$ cat config.mk
export PLATFORM = sky130hd
export DESIGN_NAME = scoreboard_hazard_flat
export DESIGN_NICKNAME = d
export VERILOG_FILES = /design/src/rtl/scoreboard_hazard_if.sv /design/src/rtl/scoreboard_hazard.sv /design/src/flat_wrapper.sv
export SDC_FILE = /design/constraint.sdc
export NUM_CORES = 1
export LEC_CHECK = 0
export BUFFER_PORTS_ARGS = -buffer_cell sky130_fd_sc_hd__buf_2
export CAP_MARGIN = 40
export CORE_MARGIN = 3
export CORE_UTILIZATION = 59
export DETAILED_ROUTE_END_ITERATION = 6
export PLACE_DENSITY = 0.78
export SETUP_SLACK_MARGIN = 0.3
export SLEW_MARGIN = 20
export SYNTH_ARGS = -nofsm -noshare
export SYNTH_HDL_FRONTEND = slang
export SYNTH_SLANG_ARGS = --single-unit
$ cat constraint.sdc
create_clock -name clk_i -period 7.35 [get_ports clk_i]
set_input_delay 1.47 -clock clk_i [delete_from_list [all_inputs] [get_ports clk_i]]
set_output_delay 1.47 -clock clk_i [all_outputs]
set_load 0.005 [all_outputs]
$ cat src/rtl/scoreboard_hazard_if.sv
// scoreboard_hazard_if: decode-stage bundle between ID and the hazard scoreboard.
// master = ID stage (drives the instruction fields), slave = scoreboard (drives the controls).
//   id_valid_i, rs1_i, rs1_used_i, rs2_i, rs2_used_i : decode instruction and its source reads
//   rd_i, regwrite_i, lat_i, flush_i                  : destination, producer latency, squash
//   stall_o, pc_write_o, nop_o                        : IF_ID hold, PC enable, ID_EX bubble
//   busy_o, stall_cycles_o                            : pending-register map, stall counter
interface scoreboard_hazard_if #(
  parameter int NUM_REGS = 32,
  parameter int ADDR_W   = 5,
  parameter int LAT_W    = 3,
  parameter int CNT_W    = 16
);
  logic                id_valid_i;
  logic [ADDR_W-1:0]   rs1_i;
  logic                rs1_used_i;
  logic [ADDR_W-1:0]   rs2_i;
  logic                rs2_used_i;
  logic [ADDR_W-1:0]   rd_i;
  logic                regwrite_i;
  logic [LAT_W-1:0]    lat_i;
  logic                flush_i;
  logic                stall_o;
  logic                pc_write_o;
  logic                nop_o;
  logic [NUM_REGS-1:0] busy_o;
  logic [CNT_W-1:0]    stall_cycles_o;

  modport master (
    output id_valid_i,
    output rs1_i,
    output rs1_used_i,
    output rs2_i,
    output rs2_used_i,
    output rd_i,
    output regwrite_i,
    output lat_i,
    output flush_i,
    input  stall_o,
    input  pc_write_o,
    input  nop_o,
    input  busy_o,
    input  stall_cycles_o
  );

  modport slave (
    input  id_valid_i,
    input  rs1_i,
    input  rs1_used_i,
    input  rs2_i,
    input  rs2_used_i,
    input  rd_i,
    input  regwrite_i,
    input  lat_i,
    input  flush_i,
    output stall_o,
    output pc_write_o,
    output nop_o,
    output busy_o,
    output stall_cycles_o
  );
endinterface

$ cat src/rtl/scoreboard_hazard.sv
// scoreboard_hazard: per-register latency countdown; stalls decode on RAW/WAW hazards.
// Ports: clk_i, rst_i (async, active-low), sb (slave side of scoreboard_hazard_if).
// Outputs via sb: stall_o, pc_write_o, nop_o (combinational), busy_o, stall_cycles_o.
module scoreboard_hazard #(
  parameter int NUM_REGS = 32,
  parameter int ADDR_W   = 5,
  parameter int LAT_W    = 3,
  parameter int CNT_W    = 16
) (
  input  logic                clk_i,
  input  logic                rst_i,
  scoreboard_hazard_if.slave  sb
);

  logic [LAT_W-1:0] cnt_q [1:NUM_REGS-1];
  logic [LAT_W-1:0] cnt_d [1:NUM_REGS-1];

  logic [CNT_W-1:0] stall_cycles_q;
  logic [CNT_W-1:0] stall_cycles_d;

  logic [LAT_W-1:0] rs1_cnt;
  logic [LAT_W-1:0] rs2_cnt;
  logic [LAT_W-1:0] rd_cnt;
  logic [LAT_W-1:0] ld;

  logic raw;
  logic waw;
  logic stall;
  logic issue;
  logic wr_en;

  // Read ports: x0 and out-of-range indices match no entry and read 0.
  always_comb begin
    rs1_cnt = '0;
    rs2_cnt = '0;
    rd_cnt  = '0;
    for (int r = 1; r < NUM_REGS; r++) begin
      if (sb.rs1_i == ADDR_W'(r)) begin
        rs1_cnt = cnt_q[r];
      end
      if (sb.rs2_i == ADDR_W'(r)) begin
        rs2_cnt = cnt_q[r];
      end
      if (sb.rd_i == ADDR_W'(r)) begin
        rd_cnt = cnt_q[r];
      end
    end
  end

  // Countdown starts at lat-1: the edge that issues the producer is
  // already the first cycle of its latency.
  always_comb begin
    ld = '0;
    if (sb.lat_i != '0) begin
      ld = sb.lat_i - LAT_W'(1);
    end
  end

  always_comb begin
    raw = sb.id_valid_i
        & ((sb.rs1_used_i & (rs1_cnt != '0))
        |  (sb.rs2_used_i & (rs2_cnt != '0)));
    // An older longer write must not land after this one.
    waw = sb.id_valid_i
        & sb.regwrite_i
        & (sb.rd_i != '0)
        & (rd_cnt > ld);
    stall = (raw | waw) & ~sb.flush_i;
    issue = sb.id_valid_i & ~stall & ~sb.flush_i;
    wr_en = issue & sb.regwrite_i;
  end

  // Load beats decrement; decrement runs whether or not decode stalls.
  always_comb begin
    for (int r = 1; r < NUM_REGS; r++) begin
      cnt_d[r] = cnt_q[r];
      if (wr_en && (sb.rd_i == ADDR_W'(r))) begin
        cnt_d[r] = ld;
      end else if (cnt_q[r] != '0) begin
        cnt_d[r] = cnt_q[r] - LAT_W'(1);
      end
    end
  end

  always_comb begin
    stall_cycles_d = stall_cycles_q;
    if (stall && (stall_cycles_q != '1)) begin
      stall_cycles_d = stall_cycles_q + CNT_W'(1);
    end
  end

  always_ff @(posedge clk_i or negedge rst_i) begin
    if (!rst_i) begin
      for (int r = 1; r < NUM_REGS; r++) begin
        cnt_q[r] <= '0;
      end
      stall_cycles_q <= '0;
    end else begin
      for (int r = 1; r < NUM_REGS; r++) begin
        cnt_q[r] <= cnt_d[r];
      end
      stall_cycles_q <= stall_cycles_d;
    end
  end

  always_comb begin
    sb.busy_o = '0;
    for (int r = 1; r < NUM_REGS; r++) begin
      sb.busy_o[r] = (cnt_q[r] != '0);
    end
  end

  assign sb.stall_o        = stall;
  assign sb.pc_write_o     = ~stall;
  assign sb.nop_o          = stall | sb.flush_i;
  assign sb.stall_cycles_o = stall_cycles_q;

endmodule
$ cat src/flat_wrapper.sv
// flat-port wrapper written by rule: the top's interface ports become plain ports
module scoreboard_hazard_flat 
#(
  parameter int NUM_REGS = 32,
  parameter int ADDR_W   = 5,
  parameter int LAT_W    = 3,
  parameter int CNT_W    = 16
)
  (clk_i, rst_i, sb_id_valid_i, sb_rs1_i, sb_rs1_used_i, sb_rs2_i, sb_rs2_used_i, sb_rd_i, sb_regwrite_i, sb_lat_i, sb_flush_i, sb_stall_o, sb_pc_write_o, sb_nop_o, sb_busy_o, sb_stall_cycles_o);
  scoreboard_hazard_if #(.NUM_REGS(NUM_REGS), .ADDR_W(ADDR_W), .LAT_W(LAT_W), .CNT_W(CNT_W)) sb_i ();
  input  logic clk_i;
  input  logic rst_i;
  input wire logic [$bits(sb_i.id_valid_i)-1:0] sb_id_valid_i;
  input wire logic [$bits(sb_i.rs1_i)-1:0] sb_rs1_i;
  input wire logic [$bits(sb_i.rs1_used_i)-1:0] sb_rs1_used_i;
  input wire logic [$bits(sb_i.rs2_i)-1:0] sb_rs2_i;
  input wire logic [$bits(sb_i.rs2_used_i)-1:0] sb_rs2_used_i;
  input wire logic [$bits(sb_i.rd_i)-1:0] sb_rd_i;
  input wire logic [$bits(sb_i.regwrite_i)-1:0] sb_regwrite_i;
  input wire logic [$bits(sb_i.lat_i)-1:0] sb_lat_i;
  input wire logic [$bits(sb_i.flush_i)-1:0] sb_flush_i;
  output wire logic [$bits(sb_i.stall_o)-1:0] sb_stall_o;
  output wire logic [$bits(sb_i.pc_write_o)-1:0] sb_pc_write_o;
  output wire logic [$bits(sb_i.nop_o)-1:0] sb_nop_o;
  output wire logic [$bits(sb_i.busy_o)-1:0] sb_busy_o;
  output wire logic [$bits(sb_i.stall_cycles_o)-1:0] sb_stall_cycles_o;
  assign sb_i.id_valid_i = sb_id_valid_i;
  assign sb_i.rs1_i = sb_rs1_i;
  assign sb_i.rs1_used_i = sb_rs1_used_i;
  assign sb_i.rs2_i = sb_rs2_i;
  assign sb_i.rs2_used_i = sb_rs2_used_i;
  assign sb_i.rd_i = sb_rd_i;
  assign sb_i.regwrite_i = sb_regwrite_i;
  assign sb_i.lat_i = sb_lat_i;
  assign sb_i.flush_i = sb_flush_i;
  assign sb_stall_o = sb_i.stall_o;
  assign sb_pc_write_o = sb_i.pc_write_o;
  assign sb_nop_o = sb_i.nop_o;
  assign sb_busy_o = sb_i.busy_o;
  assign sb_stall_cycles_o = sb_i.stall_cycles_o;
  scoreboard_hazard #(.NUM_REGS(NUM_REGS), .ADDR_W(ADDR_W), .LAT_W(LAT_W), .CNT_W(CNT_W)) u_core (.clk_i(clk_i), .rst_i(rst_i), .sb(sb_i));
endmodule
[After elaboration in Yosys (flattened, before gate mapping)]
Cells that the tools add are included.
Storage, ports and cells
  register bits: 109
  bits in latches: 0
  bits in writable memories: 0
  ROM bits: 0
  input port bits: 25
  output and inout bits: 51
  word-level logic and storage cells: 429
  memories: 0
Cells by class
  $add $sub $neg: 33
  multipliers: 0
  divide/modulo/power cells: 0
  $lt $le $gt $ge: 1
  equality and inequality tests: 94
  shifts and indexed selects: 0
  multiplexer cells: 156
  bitwise logic cells: 15
  reductions and logical operators: 98
Operators with widths (count)
  3-bit two-way mux: 156
  5-bit == test, second input constant: 48
  5-bit by 4-bit == test with 1-bit output, second input constant: 24
  3-bit nonzero test: 34
  3-bit by 1-bit subtractor with 3-bit output, second input constant: 32
  2-bit nonzero test: 31
  5-bit by 3-bit == test with 1-bit output, second input constant: 12
  1-bit logical AND: 32
  5-bit by 2-bit == test with 1-bit output, second input constant: 6
  16-bit by 1-bit adder with 16-bit output, second input constant: 1
  16-bit != test, second input constant: 1
  5-bit by 1-bit == test with 1-bit output, second input constant: 3
  1-bit AND: 10
  5-bit nonzero test: 1
  3-bit > comparator: 1
  1-bit bitwise OR: 3
  1-bit inverter: 2

[Logic depth before layout (Yosys ltp)]
Gate-level depths: netlist of run 1.
  word-level depth: 44
  depth in mapped cells: 22
  depth with buffers taken out: 19

[Worst setup path after synthesis of run 1]
OpenSTA, ideal clock, no wires.
  kind: input to output
  start: in sb_rd_i[1]
  end: out sb_nop_o
  data arrival time: 4.546 ns
  required time: 5.880 ns
  path slack: 1.334 ns
  cell stages on the path: 15
  buffers on the path: 5
  cell sequence: clkbuf_1 -> clkbuf_1 -> clkbuf_1 -> buf_1 -> buf_1 -> nand2_1 -> a311oi_1 -> nor3_1 -> o32a_1 -> ha_1 -> nor2b_1 -> o21a_1 -> o221ai_1 -> nor2b_1 -> nand2_1
On the way
  word-level cells in the longest chain between the ends: 37
  elaborated cells between the ends (all ways): 69
  those cells by class: order compare (1); eq/ne (31); mux (31); bitwise (5); reduce/logical (1)
Ends and longest elaborated chain
  from (decl): RTL line flat_wrapper.sv:18  | input wire logic [$bits(sb_i.rd_i)-1:0] sb_rd_i;
  5-bit by 1-bit == test with 1-bit output: RTL line scoreboard_hazard.sv:44  | if (sb.rd_i == ADDR_W'(r)) begin
  3-bit two-way mux (31 in series): RTL line scoreboard_hazard.sv:44
  3-bit > comparator: RTL line scoreboard_hazard.sv:67  | & (rd_cnt > ld);
  1-bit AND *: RTL line scoreboard_hazard.sv:67
  1-bit bitwise OR *: RTL line scoreboard_hazard.sv:68  | stall = (raw | waw) & ~sb.flush_i;
  1-bit AND *: RTL line scoreboard_hazard.sv:68
  1-bit bitwise OR *: RTL line scoreboard_hazard.sv:115  | assign sb.nop_o = stall | sb.flush_i;
  to (decl): RTL line flat_wrapper.sv:24  | output wire logic [$bits(sb_i.nop_o)-1:0] sb_nop_o;
Every way passes the cells marked *; elsewhere a longest branch is shown, timed or not.

[Final worst setup path of run 1]
Ends and elaborated chain as after synthesis.

==> results of run 1 <==
placed cells by master (no fill, tap or decap), types with 9 or more instances in the layout:
cell type,instances
inv_1,85
nor2_1,85
mux2_2,14
ha_1,68
nor3b_1,12
a21oi_1,37
nor3_1,26
xnor2_1,34
buf_4,24
o22ai_1,16
a31oi_1,12
clkbuf_16,9
nand2_1,87
mux2i_1,141
buf_2,73
dfrtp_1,109
nand3_1,35
o211ai_1,10
a211oi_1,10
nand2b_1,35
and3b_1,9
xor2_1,12
nor2b_1,19
o21ai_0,78
o221ai_1,13
state kept, by name, summed over array words and instances (netlist names):
name,flops
u_core.cnt_q,93
u_core.sb.stall_cycles_o,16
per-stage QoR:
step	cells	power, mW	utilization
floorplan	1201	2.67	-
global placement	1436	3.24	0.639
detailed placement	1436	3.33	0.639
CTS	1452	3.86	0.657
global route	1454	4.22	0.659
finish	1454	3.91	0.659
power by group through the flow:
| stage | logic (mW) | clock network, mW | registers [mW] |
|---|---|---|---|
| after CTS | 1.95 | 0.525 | 1.39 |
| after floorplan | 1.49 | 0 | 1.19 |
| after global placement | 1.84 | 0 | 1.40 |
| final | 1.96 | 0.521 | 1.44 |
| after global routing | 2.22 | 0.550 | 1.46 |
| after detailed placement | 1.93 | 0 | 1.40 |
metal layers:
metal,vias to the layer above,share of wire,track usage
met3,124,0.11,0.0825
met5,-,0.00038,0
li1,4393,-,-
met4,2,0.038,0.123
met1,4781,0.41,0.479
met2,637,0.44,0.531
cells by family (layout without fill, tap and decap cells):
kind of cell             Yosys count  in the layout  share of synthesized area
AND/OR/NAND/NOR                  382            382                      0.203
AO/OA/AOI/OAI                    265            265                      0.176
buffers and inverters            167            200                     0.0686
multiplexers                     163            163                      0.167
flip-flops                       109            109                      0.264
adder cells (fa/ha/maj)           68             68                     0.0822
XOR/XNOR                          46             46                     0.0389
other                              1              1                   0.000362
critical path, delay by kind of cell:
kind,cells,cell delay [ns]
AO/OA/AOI/OAI,10,1.92
adder cells (fa/ha/maj),1,0.27
buffers and inverters,2,0.66
AND/OR/NAND/NOR,3,0.86
area by class of cell:
class	count	area [µm²]	share of cell area
well taps	220	275	0.0247
repair buffers	99	581	0.0522
clock buffers	9	225	0.0202
multi-input cells	925	6920	0.621
clock inverters	7	86.3	0.00776
inverters	85	319	0.0287
flip-flops and latches	109	2730	0.245
worst min path at each step:
stage | end | slack [ns] | start | cells after the start
global placement | u_core.sb.stall_cycles_o[8] | 0.47 | u_core.sb.stall_cycles_o[8] | 1
detailed placement | u_core.sb.stall_cycles_o[4] | 0.48 | u_core.sb.stall_cycles_o[4] | 1
finish | u_core.sb.stall_cycles_o[8] | 0.49 | u_core.sb.stall_cycles_o[8] | 1
global route | u_core.sb.stall_cycles_o[8] | 0.51 | u_core.sb.stall_cycles_o[8] | 1
CTS | u_core.sb.stall_cycles_o[8] | 0.49 | u_core.sb.stall_cycles_o[8] | 1
floorplan | u_core.sb.stall_cycles_o[8] | 0.48 | u_core.sb.stall_cycles_o[8] | 1
==> results.md, run 1 <==
* Most instantiated library cell after synthesis: mux2i_1
* Share of layout cells above drive strength 1 at 0.139
* Buffer type at the clock tree root: clkbuf_16
* Vias after detailed routing at 9,937
* Initial DRC count at 1,185
* Maximum clock insertion buffer count at 2
* Detailed-placement wirelength estimate at 24,800 µm
* Relative contribution of combinational cells to total power at 0.500
* Die width at 138 µm
* Delay of the slowest cell on the worst path at 0.57 ns
* Slew at the pin closest to its max-slew limit at 0.830 ns
* Launch point of the worst reg-to-reg path: u_core.cnt_q[84]
* Routed length per instance at 23.2 µm
* Syn nets at 1,294
* Static Leakage at 5.05 nW
* Unrepaired setup endpoints after global routing: no
* Internal power at 2.05 mW
* Violations in the final reports: design-rule violations
* Cell type with the highest aggregate area in the netlist: dfrtp_1
* Number of cells traversed by the worst register-to-register path at 19
* Final worst-path cycle share at 0.908
* Gates resized, CTS repair at 0
* Layout filler cell count at 1,436
* Register share of total power at 0.367
* Cell type of the slowest stage on the worst timing path: nor2b_1
* Max Transition Viols Final at 0
* PD cells at 352 nW/µm²
* Die area at 19,200 µm²
* Antenna viol nets, final at 0
* Via count of the first global-routing pass at 9,483
* Max_cap viols at 0
* Min cycle time layout at 6.68 ns
* Synth top area share at 0.264
* Number of synthesized register bits at 109
* Wire length of the first global-routing pass at 53,300 µm
* Starting utilization of the core area at 0.613
* Total non-filler cell area in the finished layout at 11,100 µm²
* Worst slew margin relative to its limit at 0.442
* Ratio of routed vias to standard cells at 6.83
* P&R area growth vs syn at 7.54%
* Part of the Yosys area used for sequential elements at 0.264
* Class of the most critical setup path: input port to output pin
* Number of placement rows at 47
* Number of clock buffers inserted by TritonCTS at 9
* End of the worst register-to-register path: u_core.cnt_q[52]
* Highest net fanout along the worst path at 33
* Count of nets after finishing at 1,322
* CTS H-tree depth at 3
* Critical path capture point type: output pin
* Clock share of power at 0.133
* Number of failing setup endpoints in the final timing report at 0
* Path class of the lowest-slack min-delay path: register to register
* Cell types with the largest area share after synthesis: dfrtp_1 26%, mux2i_1 14%, ha_1 8.2%, o21ai_0 3.8%, nand2_1 3.2%
* Count of antenna diodes in the layout at 0
* Number of antenna violations at the first check in global routing at 1
* Outcome: complete, but fails checks
* Sw Ratio at 0.477
* Required time worst endpoint at 5.88 ns
* Port bufs at 74
* Routability-driven placement congestion ratio at 1.03
* CP Data Arrival Time at 5.21 ns
* Number of distinct library cell variants in the gate-level netlist after synthesis at 91
* Slack of the critical path at 0.673 ns
* Critical path launch point: sb_rd_i[1]
* Final hold vios at 0
* Number of buffers inserted to repair setup after CTS at 0
* Setup TNS Final at 0 ns
* Number of DRC violations after detailed routing at 6
* Synthesis warning total at 0
* Cells along the critical path: buf_2 > nor2b_1 > a22oi_1 > o221ai_1 > o311ai_0 > o21ai_0 > a31oi_1 > o22ai_1 > o311ai_0 > a22oi_1 > ha_1 > o21a_1 > o221ai_1 > nor2b_1 > nand2_1 > buf_2
* Proportion of synthesized flip-flops having asynchronous set or reset at 1.00
* Ys flop type: dfrtp_1
* Final routed wirelength across all metal layers at 33,800 µm
* Setup crit start kind: input port
* Overall die height at 138 µm
* Top post-synthesis cells by count: 141 x mux2i_1, 109 x dfrtp_1, 87 x nand2_1
* Clock tree from TritonCTS: yes
* Critical path endpoint: sb_nop_o
* Cell area after placement at 10,800 µm²
* Net switching power at 1.87 mW
* Slack of the worst reg-to-reg path at 2.58 ns
* Synthesized area divided by synthesized cell count at 8.62 µm²
* Core area at 16,900 µm²
* Gate Count Post-Synth at 1,201
* Largest voltage drop on the vdd net at 0.000245 V
* Num Clock Sinks at 109
* Top-level port count at 76
* EDFF count, synth at 0
* Maximum operating frequency at 150 MHz
* Netlist Area Pre-Place at 10,300 µm²
* Final worst hold slack at 0.487 ns
* Total gr overflow at 0
* Clock tree skew after final layout at 0.0156 ns
* Pin count of the biggest net entering global routing at 63
* Hold bufs inserted after CTS at 0
* Worst setup slack after placement at 0.898 ns
* Post-CTS clock slew at the launch and capture registers of the worst setup and hold paths at 0.09 ns
* Total global-route track usage at 0.346
* Clock latency reported for the late side of the worst-skew pair at 0.37 ns
* First-pass iteration count of the detailed router at 7
No activity file was read; power rests on OpenSTA's default activity.
==> run 2: changes to the inputs <==
- PLACE_DENSITY: 0.78 -> unset
- PLACE_DENSITY_LB_ADDON: unset -> 0.2
- SLEW_MARGIN: 20 -> 30
==> results.md, run 2 (same netlist as run 1, synthesis figures left out) <==
* Total non-filler cell area in the finished layout at 11,100 µm²
* Relative contribution of combinational cells to total power at 0.496
* Max Transition Viols Final at 0
* Initial DRC count at 1,208
* Number of clock buffers inserted by TritonCTS at 9
* CP Data Arrival Time at 5.13 ns
* Number of placement rows at 47
* Count of antenna diodes in the layout at 0
* Total power at 3.90 mW
* Post-CTS clock slew at the launch and capture registers of the worst setup and hold paths at 0.08 ns
* Ratio of routed vias to standard cells at 6.69
* Routed length on met2 at 14,700 µm
* Leading cell types in the layout, fill and taps excluded: 141 x mux2i_1, 109 x dfrtp_1, 87 x nand2_1
* Clock tree skew after final layout at 0.0146 ns
* First-pass iteration count of the detailed router at 6
* Required time worst endpoint at 5.88 ns
* Detailed-placement wirelength estimate at 24,600 µm
* Number of DRC violations after detailed routing at 0
* Total global-route track usage at 0.346
* Top-level port count at 76
* Static Leakage at 5.05 nW
* PD cells at 351 nW/µm²
* Num Clock Sinks at 109
* Max_cap viols at 0
* End of the worst register-to-register path: u_core.cnt_q[38]
* Buffer type at the clock tree root: clkbuf_16
* Worst slew margin relative to its limit at 0.417
* Die width at 138 µm
* Clock tree from TritonCTS: yes
* Register share of total power at 0.370
* Overall die height at 138 µm
* Slack of the worst reg-to-reg path at 2.68 ns
* Min cycle time layout at 6.60 ns
* Non-filler cells in the finished layout at 1,453
* Hold bufs inserted after CTS at 0
* Count of nets after finishing at 1,321
* Internal power at 2.05 mW
* Largest voltage drop on the vdd net at 0.000222 V
* Antenna viol nets, final at 0
* Sw Ratio at 0.475
* Largest register FFs at 93
* Unrepaired setup endpoints after global routing: no
* Routability-driven placement congestion ratio at 1.05
* Critical path capture point type: output pin
* CTS H-tree depth at 3
* Outcome: finished, final reports clean
* Final worst-path cycle share at 0.898
* Path class of the lowest-slack min-delay path: register to register
* Share of layout cells above drive strength 1 at 0.139
* Number of failing setup endpoints in the final timing report at 0
* Max layer used: met4
* Launch point of the worst reg-to-reg path: u_core.cnt_q[58]
* Final hold vios at 0
* Setup TNS Final at 0 ns
* Starting utilization of the core area at 0.613
* Die area at 19,200 µm²
* Critical path launch point: sb_rd_i[1]
* Routed length per instance at 23.2 µm
* Setup crit start kind: input port
* Via count of the first global-routing pass at 9,157
* Slew at the pin closest to its max-slew limit at 0.875 ns
* Detailed-routed wire length on met3 at 4000 µm
* Wire length on met1 at 13,600 µm
* Post-layout util at 0.659
* Number of buffers inserted to repair setup after CTS at 0
* Vias after detailed routing at 9,725
* Most frequent standard cell in the layout excluding fill and tap cells: mux2i_1
* Net switching power at 1.85 mW
* Gates resized, CTS repair at 0
* Class of the most critical setup path: input port to output pin
* Port bufs at 74
* Register with the most flip-flops: u_core.cnt_q
* Highest net fanout along the worst path at 33
* Number of cells traversed by the worst register-to-register path at 16
* P&R area growth vs syn at 7.54%
* Clock share of power at 0.134
* Total gr overflow at 0
* Clock latency reported for the late side of the worst-skew pair at 0.37 ns
* Final routed wirelength across all metal layers at 33,800 µm
* Critical path endpoint: sb_nop_o
* Instance count after placement with tap cells included at 1,435
* Maximum clock insertion buffer count at 2
* Pin count of the biggest net entering global routing at 65
* Wire length of the first global-routing pass at 52,800 µm
* Cell area after placement at 10,800 µm²
* Number of antenna violations at the first check in global routing at 0
* Core area at 16,900 µm²
* Maximum operating frequency at 152 MHz
## run 2: cell types whose count changed in the layout (fill, tap and decap cells not counted), sizes merged
cell,delta
buf,-1
## run 2: worst min-delay path by stage
stage	start	endpoint	slack, ns	cells past startpoint
after floorplan	u_core.sb.stall_cycles_o[8]	u_core.sb.stall_cycles_o[8]	0.48	1
after global placement	u_core.sb.stall_cycles_o[8]	u_core.sb.stall_cycles_o[8]	0.47	1
after detailed placement	u_core.sb.stall_cycles_o[12]	u_core.sb.stall_cycles_o[12]	0.48	1
after CTS	u_core.sb.stall_cycles_o[12]	u_core.sb.stall_cycles_o[12]	0.50	1
after global routing	u_core.sb.stall_cycles_o[15]	u_core.sb.stall_cycles_o[15]	0.52	1
final	u_core.sb.stall_cycles_o[12]	u_core.sb.stall_cycles_o[12]	0.50	1
## run 2: per-layer routing
| metal | global-route usage | up-vias |
|---|---|---|
| met3 | 0.0898 | 116 |
| met5 | 0 | - |
| met2 | 0.528 | 601 |
| met4 | 0.135 | 0 |
| li1 | - | 4391 |
| met1 | 0.472 | 4617 |
## run 2: critical path, cell delays in order
cell,delay [ns]
buf_2,0.54
nor2b_1,0.53
a22oi_1,0.18
o221ai_1,0.23
o311ai_0,0.17
o21ai_0,0.15
a31oi_1,0.12
o22ai_1,0.17
o311ai_0,0.16
a22oi_1,0.24
ha_1,0.28
o21a_1,0.11
o221ai_1,0.32
nor2b_1,0.23
nand2_1,0.07
buf_2,0.13
## run 2: final cells by class
type	instances	area (µm²)
Multi-Input combinational cell	925	6920
Fill cell	1434	5750
Sequential cell	109	2730
Timing Repair Buffer	98	571
Inverter	85	319
Tap cell	220	275
Clock buffer	9	225
Clock inverter	7	96.3
## run 2: per-stage QoR
step,hold WS (ns),setup slack (ns)
after floorplan,0.478,1.33
after global placement,0.474,0.982
after detailed placement,0.483,0.874
after CTS,0.497,0.842
after global routing,0.519,0.388
final,0.502,0.751
## run 2: power by group through the flow
stage          Combinational [mW]  Clock, mW  Sequential (mW)
5_1_grt                      2.20      0.561             1.46
2_1_floorplan                1.49          0             1.19
4_1_cts                      1.93      0.533             1.41
3_3_place_gp                 1.83          0             1.41
6_report                     1.93      0.525             1.44
3_5_place_dp                 1.92          0             1.41
==> run 3: changes to the inputs <==
- CORE_ASPECT_RATIO: unset -> 1.4
- RECOVER_POWER: unset -> 100
==> results.md, run 3 (same netlist as run 1, synthesis figures left out) <==
* Outcome: complete, but fails checks
* Violations in the final reports: max-capacitance violations, max-slew violations
* Final hold vios at 0
* Critical path launch point: sb_rd_i[1]
* Count of nets after finishing at 1,319
* Min cycle time layout at 6.45 ns
* Vias after detailed routing at 9,967
* CP Data Arrival Time at 6.74 ns
* Die width at 118 µm
* Path class of the lowest-slack min-delay path: register to register
* Starting utilization of the core area at 0.610
* Initial DRC count at 1,017
* Static Leakage at 4.84 nW
* Largest register FFs at 93
* Ratio of routed vias to standard cells at 6.81
* Pin count of the biggest net entering global routing at 57
* Die area at 19,200 µm²
* Setup TNS Final at 0 ns
* Total gr overflow at 0
* Final routed wirelength across all metal layers at 33,700 µm
* P&R area growth vs syn at 5.16%
* Most frequent standard cell in the layout excluding fill and tap cells: mux2i_1
* Count of antenna diodes in the layout at 0
* Core area at 17,000 µm²
* First-pass iteration count of the detailed router at 5
* Max Transition Viols Final at 112
* Post-CTS clock slew at the launch and capture registers of the worst setup and hold paths at 0.08 ns
* Clock tree from TritonCTS: yes
* Unrepaired setup endpoints after global routing: no
* Via count of the first global-routing pass at 9,641
* Number of cells traversed by the worst register-to-register path at 19
* Register with the most flip-flops: u_core.cnt_q
* Number of placement rows at 56
* Number of clock buffers inserted by TritonCTS at 9
* Number of antenna violations at the first check in global routing at 0
* Cells along the critical path: buf_2 > nor2b_1 > a22oi_1 > o221ai_1 > o311ai_0 > o21ai_0 > a31oi_1 > o22ai_1 > o311ai_0 > a22oi_1 > ha_1 > o21a_1 > o221ai_1 > nor2b_1 > nand3_1 > or4_1 > clkbuf_1 > nor3_1 > mux2i_1
* Share of layout cells above drive strength 1 at 0.0934
* Hold bufs inserted after CTS at 0
* Critical path capture point type: register
* PD cells at 354 nW/µm²
* Overall die height at 163 µm
* Non-filler cells in the finished layout at 1,463
* Final worst-path cycle share at 0.877
* Slew at the pin closest to its max-slew limit at 3.04 ns
* Total non-filler cell area in the finished layout at 10,900 µm²
* Clock latency reported for the late side of the worst-skew pair at 0.37 ns
* Post-layout util at 0.642
* Top-level port count at 76
* Required time worst endpoint at 7.64 ns
* Worst setup slack after placement at 1.03 ns
* Worst slew margin relative to its limit at -1.02
* Instance count after placement with tap cells included at 1,446
* Total global-route track usage at 0.356
* Setup crit start kind: input port
* Largest voltage drop on the vdd net at 0.000227 V
* Highest net fanout along the worst path at 28
* CTS H-tree depth at 3
* Port bufs at 74
* Buffer type at the clock tree root: clkbuf_16
* Number of failing setup endpoints in the final timing report at 0
* Antenna viol nets, final at 0
* Total power at 3.85 mW
* Slack of the critical path at 0.902 ns
* Slack of the worst reg-to-reg path at 2.22 ns
* Max_cap viols at 2
* Final worst hold slack at 0.490 ns
* Leading cell types in the layout, fill and taps excluded: 141 x mux2i_1, 109 x dfrtp_1, 87 x nand2_1, 87 x nor2_1, 85 x inv_1
* Maximum operating frequency at 155 MHz
* Detailed-placement wirelength estimate at 25,100 µm
* Clock tree skew after final layout at 0.0139 ns
* Number of DRC violations after detailed routing at 0
* Routability-driven placement congestion ratio at 1.03
* Delay of the slowest cell on the worst path at 0.77 ns
* Min-delay src: u_core.sb.stall_cycles_o[8]
* Class of the most critical setup path: input port to register
* Gates resized, CTS repair at 0
* Cell area after placement at 10,800 µm²
* Number of buffers inserted to repair setup after CTS at 0
* Launch point of the worst reg-to-reg path: u_core.cnt_q[90]
* Instance count along the most critical hold path at 1
* Wire length of the first global-routing pass at 54,200 µm
* Maximum clock insertion buffer count at 2
* Cell type of the slowest stage on the worst timing path: nor3_1
* Num Clock Sinks at 109
* Routed length per instance at 23.0 µm
-- run 3: final cells by class --
type                            instances  area (µm²)
Multi-Input combinational cell        925        6770
Fill cell                            1513        6070
Sequential cell                       109        2730
Timing Repair Buffer                   96         493
Inverter                               85         319
Tap cell                              232         290
Clock buffer                           11         243
Clock inverter                          5        41.3
-- run 3: power breakdown --
part | internal (mW) | leakage, nW | switching (mW)
combinational | 0.884 | 3.42 | 1.02
sequential | 0.901 | 1.29 | 0.560
clock | 0.243 | 0.133 | 0.243
-- run 3: worst paths after layout --
check                                                   end
worst max-delay path                       u_core.cnt_q[21]
worst min-delay path            u_core.sb.stall_cycles_o[8]
worst max register to register             u_core.cnt_q[21]
worst min register to register  u_core.sb.stall_cycles_o[8]
max in group asynchronous                   u_core.cnt_q[5]
min in group asynchronous                  u_core.cnt_q[41]
-- run 3: critical path, delay by kind of cell --
kind	cells	cell delay [ns]
AO/OA/AOI/OAI	10	1.75
adder cells (fa/ha/maj)	1	0.27
buffers and inverters	2	0.89
multiplexers	1	0.25
AND/OR/NAND/NOR	5	2.11
-- run 3: per-layer routing --
metal / wire, µm / share of wire / vias up / global-route usage
met3: 3000 / 0.089 / 174 / 0.0608
met2: 15500 / 0.46 / 586 / 0.582
met5: 0 / 0 / - / 0
met1: 12700 / 0.38 / 4825 / 0.438
met4: 2480 / 0.074 / 0 / 0.225
li1: - / - / 4382 / -
